## src/rtl/dmem_bridge_pkg.sv

```systemverilog
// Shared types and defaults for the data-memory bus bridge.
// Holds the FSM state encoding and the default timeout and abort-data values.
package dmem_bridge_pkg;

    typedef enum logic [1:0] {
        ST_IDLE   = 2'd0,
        ST_REQ    = 2'd1,
        ST_WAIT_R = 2'd2,
        ST_DONE   = 2'd3
    } bridge_state_e;

    localparam int unsigned DEF_TIMEOUT_CYCLES = 255;
    localparam logic [31:0] DEF_ABORT_RDATA    = 32'h0000_0000;
    localparam int unsigned TMO_W              = 16;

endpackage

```

## src/rtl/dmem_bridge_timeout.sv

```systemverilog
// Transaction watchdog: counts cycles spent in REQ/WAIT_R and flags when the
// limit is reached. Only instantiated when DMEM_BUS_BRIDGE_TIMEOUT_EN is defined.
module dmem_bridge_timeout
    import dmem_bridge_pkg::*;
#(
    parameter int unsigned LIMIT = DEF_TIMEOUT_CYCLES
) (
    input  logic clk,
    input  logic rst_n,
    input  logic clr,
    input  logic en,
    output logic expired
);

    localparam logic [TMO_W-1:0] LAST = TMO_W'(LIMIT - 1);

    logic [TMO_W-1:0] count;

    always_ff @(posedge clk) begin
        if (rst_n) begin
            count <= '0;
        end else if (clr) begin
            count <= '0;
        end else if (en) begin
            count <= count + 1'b1;
        end
    end

    // The first REQ cycle sees count == 0, so LIMIT active cycles end on LAST.
    assign expired = en && (count == LAST);

endmodule

```

## src/rtl/dmem_bus_bridge.sv

```systemverilog
// Bridges the core's single-cycle data port onto a valid/ready request bus with
// a separate read-data return. Optional watchdog: DMEM_BUS_BRIDGE_TIMEOUT_EN.
//
// state   | meaning
// IDLE    | no transaction; a request launches one and stalls the core
// REQ     | bus_valid held with stable address/data until bus_ready
// WAIT_R  | read accepted, waiting for bus_rvalid
// DONE    | single retire cycle with the stall released
module dmem_bus_bridge
    import dmem_bridge_pkg::*;
#(
    parameter int unsigned TIMEOUT_CYCLES = DEF_TIMEOUT_CYCLES,
    parameter logic [31:0] ABORT_RDATA    = DEF_ABORT_RDATA
) (
    input  logic        clk,
    input  logic        rst_n,
    input  logic [31:0] cpu_addr,
    input  logic [31:0] cpu_wd,
    input  logic        cpu_we,
    input  logic        cpu_re,
    input  logic [3:0]  cpu_strobe,
    output logic [31:0] cpu_rd,
    output logic        cpu_stall,
    output logic        bus_valid,
    input  logic        bus_ready,
    output logic [31:0] bus_addr,
    output logic        bus_we,
    output logic [31:0] bus_wdata,
    output logic [3:0]  bus_strobe,
    input  logic        bus_rvalid,
    input  logic [31:0] bus_rdata,
    output logic        timeout_err
);

    bridge_state_e state, state_nxt;

    logic cpu_req;
    logic launch;
    logic rd_capture;
    logic abort;
    logic tmo_expired;

    assign cpu_req = cpu_re | cpu_we;

    always_ff @(posedge clk) begin
        if (rst_n) begin
            state <= ST_IDLE;
        end else begin
            state <= state_nxt;
        end
    end

    always_comb begin
        state_nxt  = state;
        launch     = 1'b0;
        rd_capture = 1'b0;
        abort      = 1'b0;
        case (state)
            ST_IDLE: begin
                if (cpu_req) begin
                    launch    = 1'b1;
                    state_nxt = ST_REQ;
                end
            end
            ST_REQ: begin
                if (bus_ready) begin
                    if (bus_we) begin
                        state_nxt = ST_DONE;
                    end else if (bus_rvalid) begin
                        rd_capture = 1'b1;
                        state_nxt  = ST_DONE;
                    end else begin
                        state_nxt = ST_WAIT_R;
                    end
                end else if (tmo_expired) begin
                    abort     = 1'b1;
                    state_nxt = ST_DONE;
                end
            end
            ST_WAIT_R: begin
                if (bus_rvalid) begin
                    rd_capture = 1'b1;
                    state_nxt  = ST_DONE;
                end else if (tmo_expired) begin
                    abort     = 1'b1;
                    state_nxt = ST_DONE;
                end
            end
            ST_DONE: begin
                state_nxt = ST_IDLE;
            end
            default: begin
                state_nxt = ST_IDLE;
            end
        endcase
    end

    assign bus_valid = (state == ST_REQ);
    assign cpu_stall = ((state == ST_IDLE) && cpu_req) ||
                       (state == ST_REQ) || (state == ST_WAIT_R);

    // A simultaneous load+store is treated as a store by latching cpu_we as-is.
    always_ff @(posedge clk) begin
        if (rst_n) begin
            bus_addr   <= '0;
            bus_we     <= 1'b0;
            bus_wdata  <= '0;
            bus_strobe <= '0;
        end else if (launch) begin
            bus_addr   <= {cpu_addr[31:2], 2'b00};
            bus_we     <= cpu_we;
            bus_wdata  <= cpu_wd;
            bus_strobe <= cpu_strobe;
        end
    end

    always_ff @(posedge clk) begin
        if (rst_n) begin
            cpu_rd <= '0;
        end else if (abort) begin
            cpu_rd <= ABORT_RDATA;
        end else if (rd_capture) begin
            cpu_rd <= bus_rdata;
        end
    end

`ifdef DMEM_BUS_BRIDGE_TIMEOUT_EN
    dmem_bridge_timeout #(
        .LIMIT (TIMEOUT_CYCLES)
    ) u_timeout (
        .clk     (clk),
        .rst_n   (rst_n),
        .clr     (launch),
        .en      ((state == ST_REQ) || (state == ST_WAIT_R)),
        .expired (tmo_expired)
    );

    always_ff @(posedge clk) begin
        if (rst_n) begin
            timeout_err <= 1'b0;
        end else if (abort) begin
            timeout_err <= 1'b1;
        end
    end
`else
    assign tmo_expired = 1'b0;
    assign timeout_err = 1'b0;
`endif

endmodule

```

## config.mk

```make
export PLATFORM = sky130hd
export DESIGN_NAME = dmem_bus_bridge
export DESIGN_NICKNAME = d
export VERILOG_FILES = /design/src/rtl/dmem_bridge_pkg.sv /design/src/rtl/dmem_bridge_timeout.sv /design/src/rtl/dmem_bus_bridge.sv
export SDC_FILE = /design/constraint.sdc
export NUM_CORES = 1
export LEC_CHECK = 0
export BUFFER_PORTS_ARGS = -buffer_cell sky130_fd_sc_hd__buf_4
export CAP_MARGIN = 20
export CORE_MARGIN = 2
export CORE_UTILIZATION = 45
export DETAILED_ROUTE_END_ITERATION = 10
export PLACE_DENSITY = 0.8
export SKIP_LAST_GASP = 1
export SLEW_MARGIN = 5
export SYNTH_ARGS = -nofsm -noshare
export SYNTH_HDL_FRONTEND = slang
export SYNTH_SLANG_ARGS = --single-unit
```

## constraint.sdc

```tcl
create_clock -name clk -period 1.7 [get_ports clk]
set_input_delay 0.34 -clock clk [delete_from_list [all_inputs] [get_ports clk]]
set_output_delay 0.34 -clock clk [all_outputs]
set_load 0.005 [all_outputs]
```

==> run metrics, run 1 <==
status finished, violations left; failing checks setup timing; Remaining DRCs 0; worst reg2reg path startpoint state[0]; initial antenna violation count 0; CTS tree built; drt first pass iters 4; Synth Cell Area 3981 um^2; first-pass GRT wire length 15920 um; most frequent cells in the layout buf_4, nand2_1, dfxtp_1; Crit Path Class reg2out; full die area 9616 um^2; Routability Congestion 0.7715; crit path from state[0]; Hold Buf Count CTS 0; Clock Skews 0.01208 ns; TNS Setup -0.1599 ns; Num CTS Buffers 9; worst hold path class in2reg; share of cells above drive strength 1 37.04%; number of routed nets with antenna violations 0; pwr dens 1285 nW/um^2; Fmax achieved 537.7 MHz; starting DRC count in detailed routing 90; crit path time final 1.860 ns; Worst setup SP type flip-flop; CTS Buffer Depth 2; Final #Nets 761; io pins 210; most common cell after layout, fill and taps aside buf_4; final instance area 5829 um^2; wire length per cell 13.10 um; largest net degree at the start of global routing 71; #FFs+latches synth 101; CTS Sinks 101; peak supply drop 0.6435 mV; final hold vios 0; die height 98.06 um; Std-Cell Rows 34; clock latency on the worst-skew pair 0.36 ns; cell leakage power 2.607 nW; period utilisation layout 109.4%; Worst Tran Pin Value 0.5104 ns; largest fanout on the critical path 3; register area share after synthesis 50.79%; CP endpoint kind output port; Area after DPL 5584 um^2; Post-Syn Instances 458; CTS root buffer clkbuf_8; gr usage total 20.08%; vias per cell 4.760; Critical Path RT 1.36 ns; Clk pin slew, worst setup/hold paths 0.11 ns; vias in the first global route 3441; Syn Area/Cell 8.693 um^2; YS warnings 0; via count 3637; post-synth cell types 25; Pwr Total 7.493 mW; dpl cells 744; DIE WIDTH 98.06 um; global route overflow 0; Initial Utilization 46.10%; area grow syn2layout 46.42%; Port-buffer cells 204; Slew Limit Fails 0; Non-Filler Instances 764; # setup viols final 1; slew margin rel. 65.97%; Min-Delay Startpoint cpu_addr[20]; RSZ-0062 raised after global routing yes; Worst Path Arrival 1.52 ns; htree depth 3; half-perimeter wire length after detailed placement 7179 um; max cap viols 0; Core Box Area 8636 um^2; # diodes 0; final setup margin -0.1599 ns; WL final 10010 um
state kept, by name, indices dropped and copies added, names as in the netlist:
name / cells
bus_wdata: 32
bus_addr: 30
bus_we: 1
cpu_rd: 32
state: 2
bus_strobe: 4
cell usage after synthesis:
| cell | instances | area (um^2) |
|---|---|---|
| nand2_1 | 134 | 503.0 |
| dfxtp_1 | 101 | 2022 |
| a21oi_1 | 68 | 340.3 |
| nand2b_1 | 65 | 406.6 |
| mux2i_1 | 32 | 320.3 |
| clkbuf_1 | 17 | 63.81 |
| buf_2 | 12 | 60.06 |
| ha_1 | 4 | 50.05 |
| buf_4 | 3 | 22.52 |
| buf_8 | 3 | 45.04 |
| inv_1 | 2 | 7.510 |
| nor2b_1 | 2 | 12.51 |
| nor4b_1 | 2 | 17.52 |
| or3_1 | 2 | 12.51 |
| and3b_1 | 1 | 8.760 |
| buf_6 | 1 | 11.26 |
| conb_1 | 1 | 3.750 |
| nor3b_1 | 1 | 7.510 |
| o211a_1 | 1 | 10.01 |
| o21a_1 | 1 | 7.510 |
| o21ai_0 | 1 | 5.000 |
| o21ai_2 | 1 | 8.760 |
| o21ba_2 | 1 | 10.01 |
| o31a_1 | 1 | 8.760 |
| o32ai_2 | 1 | 16.27 |
routing by layer:
metal / global-route usage [%] / vias up / part of all wire (%) / wire length (um)
li1: - / 1853 / - / -
met1: 23.98 / 1612 / 41 / 4090
met2: 33.72 / 157 / 48 / 4771
met3: 7.659 / 15 / 9.7 / 969
met4: 5.876 / 0 / 1.8 / 176
met5: 0 / - / 0 / 0
cell type report:
type | count | area, um^2
Fill cell | 725 | 2806
Multi-Input combinational cell | 321 | 1794
Tap cell | 108 | 135.1
Clock buffer | 10 | 127.6
Clock inverter | 6 | 47.55
Inverter | 2 | 10.01
Timing Repair Buffer | 216 | 1688
Sequential cell | 101 | 2027
cell families after synthesis:
| group | Yosys count | synth area share, % |
|---|---|---|
| flops | 101 | 50.79 |
| other cells | 1 | 0.09419 |
| fa+ha+maj | 4 | 1.257 |
| mux | 32 | 8.045 |
| simple gates | 207 | 24.32 |
| buf+inv | 38 | 5.280 |
| compound gates | 75 | 10.21 |
stage by stage:
step	setup slack (ns)	utilization, %	hold WS (ns)
6_report	-0.1599	67.50	0.2076
5_1_grt	-0.2103	67.50	0.1996
4_1_cts	-0.1759	67.24	0.1985
3_5_place_dp	0.08601	64.66	0.4471
3_3_place_gp	0.1236	64.66	0.4426
2_1_floorplan	0.1117	-	0.4527
final timing paths:
path / to / slack (ns) / cells past startpoint
setup reg to reg: bus_addr[9] / 0.14 / 8
hold reg to reg: bus_addr[29] / 0.46 / 2
hold / removal: bus_addr[20] / 0.21 / 3
setup / recovery: cpu_stall / -0.16 / 5
power by group:
group	switching, mW	internal (mW)	leakage (nW)
sequential	0.260	2.86	0.828
combinational	1.46	1.55	1.69
clock	0.824	0.546	0.0872
critical path, cell delays in order, from the launching register on:
cell	delay (ns)
dfxtp_4	0.38
inv_4	0.05
ha_4	0.16
o21a_4	0.13
or3_4	0.33
buf_6	0.13
repair_timing:
item | CTS | global route
gates resized for setup | 11 | 2
setup buffers | 2 | 2
pin swaps | 0 | 1
setup endpoints to repair | 1 | 1
Power figures use the tool's default switching activity.
==> run 2, diff against run 1 <==
CORE_UTILIZATION = 48   (was 45)
PLACE_DENSITY = 0.85   (was 0.8)
clock period = 2.4 ns   (was 1.7 ns; I/O delays follow)
==> run metrics, run 2 (synthesized netlist as in run 1, its figures left out) <==
Crit Path Class reg2out; Setup WS pre-CTS 0.3873 ns (+0.3013 ns); critical-path cell list inv_1 > ha_1 > o21a_2 > or3_1 > buf_4; crit path time final 2.145 ns; Layout Utilization 70.36% (+2.9 points); CTS Buffer Depth 2 (unchanged); worst reg2reg path startpoint state[0]; slew margin rel. 40.11% (-26 points); vias in the first global route 3287 (-4.5%); drt first pass iters 6 (+2); setup slack, reg-to-reg 0.61 ns (+0.47 ns); status completed; Worst setup SP type flip-flop; Min-Delay Startpoint cpu_addr[26]; Critical Path RT 1.92 ns (+0.56 ns); DIE WIDTH 95.08 um (-3.0%); CP endpoint kind output port; # diodes 0 (unchanged); wire length per cell 13.02 um (-0.59%); CTS Sinks 101 (unchanged); global route overflow 0 (unchanged); gr usage total 20.67% (+0.59 points); # Post-CTS Setup Buffers 0 (-2); htree depth 3 (unchanged); Core Box Area 8134 um^2 (-5.8%); RR Endpoint bus_wdata[14]; cell leakage power 2.567 nW (-1.6%); via count 3668 (+0.85%); RSZ-0062 raised after global routing no; Remaining DRCs 0 (unchanged); vias per cell 4.865 (+2.2%); Critical-path top delay cell dfxtp_1; dpl cells 739 (-0.67%); io pins 210 (unchanged); hold_ws 0.3663 ns (+0.1586 ns); Worst Path Arrival 1.66 ns (+0.14 ns); max cap viols 0 (unchanged); largest fanout on the critical path 4 (+1); number of routed nets with antenna violations 0 (unchanged); full die area 9039 um^2 (-6.0%); Initial Utilization 48.95% (+2.8 points); peak supply drop 0.6002 mV (-6.7%); pwr dens 901.2 nW/um^2 (-30%); final setup margin 0.2551 ns (+0.4151 ns); FF-to-FF path depth 6 (-2); end point of the worst hold path bus_addr[26]; final hold vios 0 (unchanged); final instance area 5723 um^2 (-1.8%); Area after DPL 5528 um^2 (-1.0%); first-pass GRT wire length 14690 um (-7.7%); Non-Filler Instances 754 (-1.3%); area grow syn2layout 43.75%; Clock Skews 0.01235 ns (+0.0002692 ns); WHS Path Cells 3 (unchanged); largest net degree at the start of global routing 88 (+24%); Std-Cell Rows 33 (-2.9%); clock latency on the worst-skew pair 0.35 ns (about the same); WL final 9818 um (-1.9%); Regs by FF count bus_wdata (32), cpu_rd (32), bus_addr (30); initial antenna violation count 0 (unchanged); Fmax achieved 466.2 MHz; CTS root buffer clkbuf_8; # resized after CTS 0 (-11); starting DRC count in detailed routing 82 (-8.9%); CTS tree built; # setup viols final 0 (-1); Slew Limit Fails 0 (unchanged); Routability Congestion 0.8186 (+6.1%); Clk pin slew, worst setup/hold paths 0.10 ns (about the same); period utilisation layout 89.37%; half-perimeter wire length after detailed placement 7327 um (+2.1%); Pwr Total 5.158 mW (-31%); most frequent cells in the layout buf_4, nand2_1, dfxtp_1; share of cells above drive strength 1 35.29% (-1.8 points); Slowest Stage Delay on Critical Path 0.39 ns (about the same); Worst Tran Pin Value 0.8949 ns (+0.3845 ns); most common cell after layout, fill and taps aside buf_4; Final #Nets 755 (-0.79%); TNS Setup 0 ns (+0.1599 ns); worst hold path class in2reg; Port-buffer cells 204 (unchanged); Hold Buf Count CTS 0 (unchanged); die height 95.08 um (-3.0%); Num CTS Buffers 9 (unchanged)
[run 2: critical path: cells and delay by family, from the launching register on]
family	cells	cell delay, ns
AOI/OAI and AO/OA	1	0.14
adders and majority gates	1	0.25
buffers and inverters	2	0.25
DFF	1	0.39
and+or+nand+nor	1	0.30
[run 2: layer usage]
layer	track usage (%)	wire length, um
met4	7.850	134
met5	0	0
met3	7.431	930
met1	21.84	3812
met2	37.38	4941
[run 2: report_power, final]
part           total (mW)  switching (mW)  internal [mW]  leakage (nW)
Combinational        1.90           0.970          0.929          1.65
Sequential           2.20           0.184           2.02         0.827
Clock                1.06           0.571          0.486        0.0923
Total                5.16            1.72           3.43          2.57
[run 2: area by class of cell]
cell class | instances | area [um^2]
tap | 105 | 131.4
multi-input combinational | 321 | 1765
clock inverter | 6 | 71.32
sequential | 101 | 2022
inverter | 2 | 7.507
timing repair buffer | 210 | 1602
clock buffer | 9 | 123.9
fill | 655 | 2411
[run 2: worst max-delay path by stage]
stage	start	to	slack, ns
after floorplan	state[0]	cpu_stall	0.67
after global placement	cpu_we	bus_wdata[13]	0.44
after detailed placement	cpu_we	bus_wdata[18]	0.39
after CTS	state[0]	cpu_stall	0.24
after global routing	state[1]	cpu_stall	0.12
final	state[1]	cpu_stall	0.26
